===== src/rtl/mips_trace_buffer_pkg.sv =====
// Shared trace-record layout for the mips trace buffer: record geometry,
// word-index encoding and the helper that picks one 32-bit word out of a record.
package mips_trace_buffer_pkg;

  localparam int TRACE_WORDS = 3;
  localparam int TRACE_REC_W = 96;

  typedef enum logic [1:0] {
    IDX_PC  = 2'd0,
    IDX_ULA = 2'd1,
    IDX_MEM = 2'd2
  } word_idx_e;

  // Record packing is {next_pc, ula_result, data_mem}, so next_pc is the top word.
  function automatic logic [31:0] trace_word(input logic [TRACE_REC_W-1:0] rec,
                                             input word_idx_e idx);
    logic [31:0] w_word;
    case (idx)
      IDX_PC:  w_word = rec[95:64];
      IDX_ULA: w_word = rec[63:32];
      IDX_MEM: w_word = rec[31:0];
      default: w_word = '0;
    endcase
    return w_word;
  endfunction

endpackage


===== src/rtl/mips_trace_buffer_fifo.sv =====
// Generic synchronous FIFO with occupancy count, head-data output and
// synchronous clear; the caller guarantees no push when full without a pop.
module mips_trace_buffer_fifo
  import mips_trace_buffer_pkg::*;
#(
  parameter int WIDTH = TRACE_REC_W,
  parameter int DEPTH = 8
) (
  input  logic                     clock,
  input  logic                     reset,
  input  logic                     clear,
  input  logic                     push,
  input  logic                     pop,
  input  logic [WIDTH-1:0]         wdata,
  output logic [WIDTH-1:0]         head,
  output logic [$clog2(DEPTH):0]   count
);

  localparam int AW = $clog2(DEPTH);

  logic [WIDTH-1:0] r_mem [DEPTH];
  logic [AW-1:0]    r_wrPtr;
  logic [AW-1:0]    r_rdPtr;
  logic [AW:0]      r_count;

  // Storage needs no reset: the head word is masked whenever the FIFO is empty.
  always_ff @(posedge clock) begin
    if (push && !clear) begin
      r_mem[r_wrPtr] <= wdata;
    end
  end

  always_ff @(posedge clock or negedge reset) begin
    if (!reset) begin
      r_wrPtr <= '0;
      r_rdPtr <= '0;
      r_count <= '0;
    end else if (clear) begin
      r_wrPtr <= '0;
      r_rdPtr <= '0;
      r_count <= '0;
    end else begin
      if (push) r_wrPtr <= r_wrPtr + 1'b1;
      if (pop)  r_rdPtr <= r_rdPtr + 1'b1;
      case ({push, pop})
        2'b10:   r_count <= r_count + 1'b1;
        2'b01:   r_count <= r_count - 1'b1;
        default: r_count <= r_count;
      endcase
    end
  end

  assign head  = r_mem[r_rdPtr];
  assign count = r_count;

endmodule


===== src/rtl/mips_trace_buffer.sv =====
// Captures {next_pc, ula_result, data_mem} records into a FIFO and streams each
// record out as three 32-bit words over valid/ready; overflow drops and counts records.
module mips_trace_buffer
  import mips_trace_buffer_pkg::*;
#(
  parameter int DEPTH  = 8,
  parameter int DROP_W = 16
) (
  input  logic                   clock,
  input  logic                   reset,
  input  logic                   clear,
  input  logic                   capture_en,
  input  logic [31:0]            next_pc,
  input  logic [31:0]            ula_result,
  input  logic [31:0]            data_mem,
  output logic [31:0]            out_data,
  output logic [1:0]             out_word_idx,
  output logic                   out_valid,
  input  logic                   out_ready,
  output logic [$clog2(DEPTH):0] count,
  output logic                   overflow,
  output logic [DROP_W-1:0]      drop_count
);

  localparam int CW = $clog2(DEPTH) + 1;
  localparam logic [CW-1:0] FULL_CNT = CW'(DEPTH);
  localparam word_idx_e LAST_IDX = word_idx_e'(TRACE_WORDS - 1);

  word_idx_e              r_idx;
  logic                   r_overflow;
  logic [DROP_W-1:0]      r_dropCount;
  logic [TRACE_REC_W-1:0] w_head;
  logic [CW-1:0]          w_count;
  logic                   w_valid;
  logic                   w_fire;
  logic                   w_pop;
  logic                   w_push;
  logic                   w_drop;

  // A full FIFO still accepts a record when the head leaves in the same cycle.
  assign w_valid = (w_count != '0);
  assign w_fire  = w_valid && out_ready && !clear;
  assign w_pop   = w_fire && (r_idx == LAST_IDX);
  assign w_push  = capture_en && !clear && ((w_count != FULL_CNT) || w_pop);
  assign w_drop  = capture_en && !clear && (w_count == FULL_CNT) && !w_pop;

  mips_trace_buffer_fifo #(
    .WIDTH (TRACE_REC_W),
    .DEPTH (DEPTH)
  ) u_fifo (
    .clock (clock),
    .reset (reset),
    .clear (clear),
    .push  (w_push),
    .pop   (w_pop),
    .wdata ({next_pc, ula_result, data_mem}),
    .head  (w_head),
    .count (w_count)
  );

  always_ff @(posedge clock or negedge reset) begin
    if (!reset) begin
      r_idx <= IDX_PC;
    end else if (clear) begin
      r_idx <= IDX_PC;
    end else if (w_fire) begin
      case (r_idx)
        IDX_PC:  r_idx <= IDX_ULA;
        IDX_ULA: r_idx <= IDX_MEM;
        default: r_idx <= IDX_PC;
      endcase
    end
  end

  always_ff @(posedge clock or negedge reset) begin
    if (!reset) begin
      r_overflow  <= 1'b0;
      r_dropCount <= '0;
    end else if (clear) begin
      r_overflow  <= 1'b0;
      r_dropCount <= '0;
    end else if (w_drop) begin
      r_overflow <= 1'b1;
      if (r_dropCount != '1) r_dropCount <= r_dropCount + 1'b1;
    end
  end

  assign out_valid    = w_valid;
  assign out_word_idx = r_idx;
  assign out_data     = w_valid ? trace_word(w_head, r_idx) : '0;
  assign count        = w_count;
  assign overflow     = r_overflow;
  assign drop_count   = r_dropCount;

endmodule


===== config.mk =====
export PLATFORM = sky130hd
export DESIGN_NAME = mips_trace_buffer
export DESIGN_NICKNAME = d
export VERILOG_FILES = /design/src/rtl/mips_trace_buffer_pkg.sv /design/src/rtl/mips_trace_buffer_fifo.sv /design/src/rtl/mips_trace_buffer.sv
export SDC_FILE = /design/constraint.sdc
export NUM_CORES = 1
export LEC_CHECK = 0
export ABC_CLOCK_PERIOD_IN_PS = 11450
export BUFFER_PORTS_ARGS = -buffer_cell sky130_fd_sc_hd__buf_2
export CAP_MARGIN = 5
export CORE_AREA = 2 2 241 243
export CTS_BUF_LIST = sky130_fd_sc_hd__clkbuf_8
export CTS_CLUSTER_DIAMETER = 150
export CTS_CLUSTER_SIZE = 14
export DETAILED_ROUTE_END_ITERATION = 16
export DIE_AREA = 0 0 243 245
export GPL_TIMING_DRIVEN = 0
export PLACE_DENSITY = 0.73
export SYNTH_ARGS = -nofsm -noshare
export SYNTH_HDL_FRONTEND = slang
export SYNTH_SLANG_ARGS = --single-unit

===== constraint.sdc =====
create_clock -name clock -period 11.45 [get_ports clock]
set_clock_uncertainty 0.1 [all_clocks]
set_input_delay 1.145 -clock clock [delete_from_list [all_inputs] [get_ports clock]]
set_output_delay 1.145 -clock clock [all_outputs]
set_load 0.01 [all_outputs]

==> summary by stage <==
Timing
The count of final setup violators is 0. The number of hold violations in the final report came to 0. The final number of max-transition violations came to 0. For the pin with the worst max-slew slack, the measured transition is 1.215 ns. The share of the clock period used by the worst path is 0.4301.

The worst path setup slack after routing is 6.525 ns. Static timing analysis puts the maximum clock frequency at 203.1 MHz. The relative slew slack is 0.1899. The minimum clock period is 4.925 ns.

Setup repair after global routing left no endpoint under its margin.

Synth
The number of library cell types mapped by synthesis is 53. After synthesis the netlist holds a flip-flop and latch count of 797. In the synthesized netlist the async set-or-reset flop fraction comes to 0.03639. The number of warning messages in the yosys log is 0.

By area the synthesized netlist is led by edfxtp_1, mux4_2, mux2i_1. The fraction of the mapped netlist area in simple logic gates is 0.02712. The most used flip-flop cell after synthesis is edfxtp_1. Averaged over all synthesized cells, the footprint is 20.07 um2. The post-synthesis net count is 1649. The complex-gate fraction of the synthesized area is 0.03766. The count of flip-flops with a built-in enable after synthesis is 768. Of the total synthesized cell area, the portion taken by full adders, half adders and majority gates is 0.002021. After synthesis, the largest family of logic cells by area is multiplexers.

Of the post-synthesis cell area, the part taken by muxes is 0.1467. Synthesis handed over a netlist of 1543 instances. The share of the synthesized area in the top cell type is 0.7448.

The sequential fraction of the synthesis area is 0.7683. The fraction of synthesized cell area in xor and xnor cells is 0.005092. The summed instance area of the synthesized netlist is 30960 um2.

Of all cell types, the one taking the most synthesized area is edfxtp_1.

Setup path
The startpoint identified for the worst register-to-register timing path is out_word_idx[0]$_DFFE_PN0P_. Data on the critical path arrives at its endpoint at 3.68 ns. The worst setup path is of the reg -> out kind.

STA classifies the critical path endpoint as an output pin. The critical path runs through a total of 9 cells. The slowest stage of the critical path is the clkbuf_1 cell.

The critical path goes through buf_2 -> buf_2 -> nor2b_1 -> buf_2 -> clkbuf_1 -> a22oi_1 -> nand3_1 -> a31oi_1 -> buf_2. The highest fanout seen on the critical path is 10. The data required time at the worst endpoint is 10.21 ns. The most numerous cell on the critical path is buf_2. The worst setup path is launched from a register.

On the worst path, the slowest cell contributes a delay of 0.64 ns. The cell family contributing the most delay on the critical path is buffers and inverters. The critical path buffer and inverter count is 5. The endpoint of the worst register-to-register path is u_fifo.r_mem[1][75]$_DFFE_PP_. The slack of the worst reg-to-reg path is 7.39 ns.

Counting cells, the worst reg-to-reg path comes to 9.

Place
Routability-driven placement finished with a final weighted congestion of 0.8084. The number of port buffers is 155. The setup slack after placement is 6.663 ns. The placement-stage cell area is 33580 um2.

In this run, placement finished with an instance count of 2511. The total half-perimeter wirelength after legalization and detailed placement is 47010 um.

Layout
The layout overhead on the synthesized area is 11.83%. The count of cells in the finished layout, fillers not included, comes to 2608. For this run, the share of the core covered by cells in the final layout is 0.6071. The filler cells instantiated in the layout total 4122. Once layout is done, the placed cells without fillers occupy 34620 um2. The number of nets in the final layout is 1920. Of the cells placed in the final design, the portion with a size suffix greater than 1 is 0.2660.

Floorplan
During I/O placement, the number of pins put on the boundary was 157. The core area is 57030 um2. The initial cell density of the core is 0.5429. Measured along the y axis, the die boundary spans 245 um.

The count of standard-cell rows is 88. The die covers 59540 um2. The die is 243 um wide.

Power
The static leakage is 0.01081 uW. The part of the power in combinational logic is 0.049. Summed over all nets, the switching power comes to 1033 uW.

Power spread over the standard cell area amounts to 141.5 nW/um2. The worst IR drop on VDD is 0.00007585 V. The overall power consumption is 4899 uW. The clock group share of total power is 0.287. The cell internal power dissipation is 3866 uW.

The switching power as a share of total power is 0.2109. Of the total power, registers draw 0.663.

Clock network
TritonCTS built the clock tree. The number of buffers created by CTS is 66. The count of instances resized after the clock tree is built is 0.

The source-to-sink clock delay at the later pin of the worst-skew pair is 0.68 ns. The number of H-tree branching levels is 3. Buffers added to address setup during post-CTS repair amount to 0. The number of clock sinks is 797. The maximum root-to-sink buffer count is 3. In this run the clock root is driven by a clkbuf_8.

The number of buffers added to fix hold violations after cts is 0. Clock-pin slew was measured on the worst setup and hold paths at 0.10 ns.

Routing
Across all layers, the routed design uses 16012 vias. Summed over all layers, the routed wires come to 70880 um. The number of DRC markers after the initial detailed-route iteration is 1568. The count of nets left with antenna violations once routing finished came out at 0. For this run, design rule violations remaining after detail routing come to 0.

The detailed-router iteration count before antenna repair is 7. The detail-routed net length per standard cell is 27.18 um. The via-per-instance ratio is 6.140.

GRT
The number of antenna violations at the first check in global routing was 18. Across every metal layer, demand over resource in global routing totals 0.2402. The first global-routing pass estimated 104200 um of wire.

Entering global routing, the biggest net connects 30 pins. The number of global-route vias before repair is 16072. The leftover overflow at the end of global routing is 0.

Job
Across the run, the number of max-cap violations was 0.

Worst hold path
The kind of path behind the tightest hold check is in -> async.

Outcome
The flow ran to the end, and the final reports show no timing, DRC or antenna violations.
worst max-delay path by stage:
stage	startpoint	endpoint	slack, ns
after floorplan	capture_en	u_fifo.r_mem[0][0]$_DFFE_PP_	2.10
after global placement	clear	u_fifo.r_mem[1][11]$_DFFE_PP_	-4.99
after detailed placement	clear	u_fifo.r_mem[1][11]$_DFFE_PP_	6.66
after CTS	u_fifo.r_rdPtr[0]$_DFFE_PN0P_	out_data[14]	6.48
after global routing	u_fifo.r_rdPtr[0]$_DFFE_PN0P_	out_data[15]	6.35
final	u_fifo.r_rdPtr[0]$_DFFE_PN0P_	out_data[14]	6.53
synthesized netlist by cell type, types with 2 or more instances:
cell type and instances:
a211oi_1 5, a21oi_1 8, a22oi_1 97, a31oi_1 33, and2_0 2, and2_1 2, and3_1 2, buf_1 6
buf_2 41, buf_4 2, clkbuf_1 36, clkbuf_2 2, dfrtp_1 29, edfxtp_1 768, ha_1 5, inv_1 2
mux2_2 34, mux2i_1 141, mux4_2 122, nand2_1 56, nand2b_1 6, nand3_1 39, nand4_1 4, nor2_1 36
nor2b_1 8, nor3_1 6, nor4_1 6, o21ai_0 4, xnor2_1 13, xor2_1 5
power by group through the flow:
stage	clock network (uW)	logic, uW	registers, uW
after floorplan	0	100	3320
after global placement	0	216	3330
after detailed placement	0	241	3320
after CTS	1430	242	3250
after global routing	1530	258	3250
final	1410	242	3250
registers in the layout (all words and copies together), names as in the netlist:
| signal | cells |
|---|---|
| u_fifo.r_mem | 768 |
| drop_count | 16 |
| u_fifo.count | 4 |
| u_fifo.r_rdPtr | 3 |
| u_fifo.r_wrPtr | 3 |
| out_word_idx | 2 |
| overflow | 1 |
stage by stage:
stage	TNS [ns]	hold WS, ns
6_report	0	0.4032
5_1_grt	0	0.4417
4_1_cts	0	0.3878
3_5_place_dp	0	0.4172
3_3_place_gp	-947.97	0.3936
2_1_floorplan	0	0.4313
worst register-to-register path: cells and delay by family (launching register included):
family	cells	cell delay, ns
flip-flops	1	0.46
AO/OA/AOI/OAI	1	0.66
AND/OR/NAND/NOR	3	1.56
buffers and inverters	5	0.97
layout make-up:
class / count / area [um2] / share of cell area
Antenna cell: 12 / 30.03 / 0.0008673
Buffer: 88 / 399.1 / 0.01153
Clock buffer: 69 / 949.7 / 0.02743
Clock inverter: 16 / 67.56 / 0.001951
Inverter: 2 / 7.507 / 0.0002168
Multi-Input combinational cell: 656 / 6823 / 0.1971
Sequential cell: 797 / 23790 / 0.6870
Tap cell: 765 / 957.2 / 0.02764
Timing Repair Buffer: 203 / 1603 / 0.04629
kinds of logic after synthesis:
group	after synthesis
flops	797
fa+ha+maj	5
mux	297
simple gates	176
buf+inv	90
compound gates	160
xor+xnor	18
placed cells by master, fill, tap and decap left out, types with 12 or more instances in the layout:
cell type  instances
edfxtp_1         768
buf_2            196
mux2i_1          141
mux4_2           122
a22oi_1           97
clkbuf_8          69
nand2_1           56
nand3_1           39
clkbuf_1          36
mux2_2            34
a31oi_1           33
nor2_1            30
dfrtp_1           29
buf_12            19
buf_6             18
inv_1             16
xnor2_1           13
diode_2           12
routing by layer:
metal	up-vias	track usage	wire length (um)	part of all wire
met5	-	0	73	0.0010
met3	105	0.04603	5519	0.078
li1	6865	-	-	-
met4	12	0.07831	1562	0.022
met1	8300	0.3355	29060	0.41
met2	730	0.3869	34660	0.49
Power figures use the tool's default switching activity.
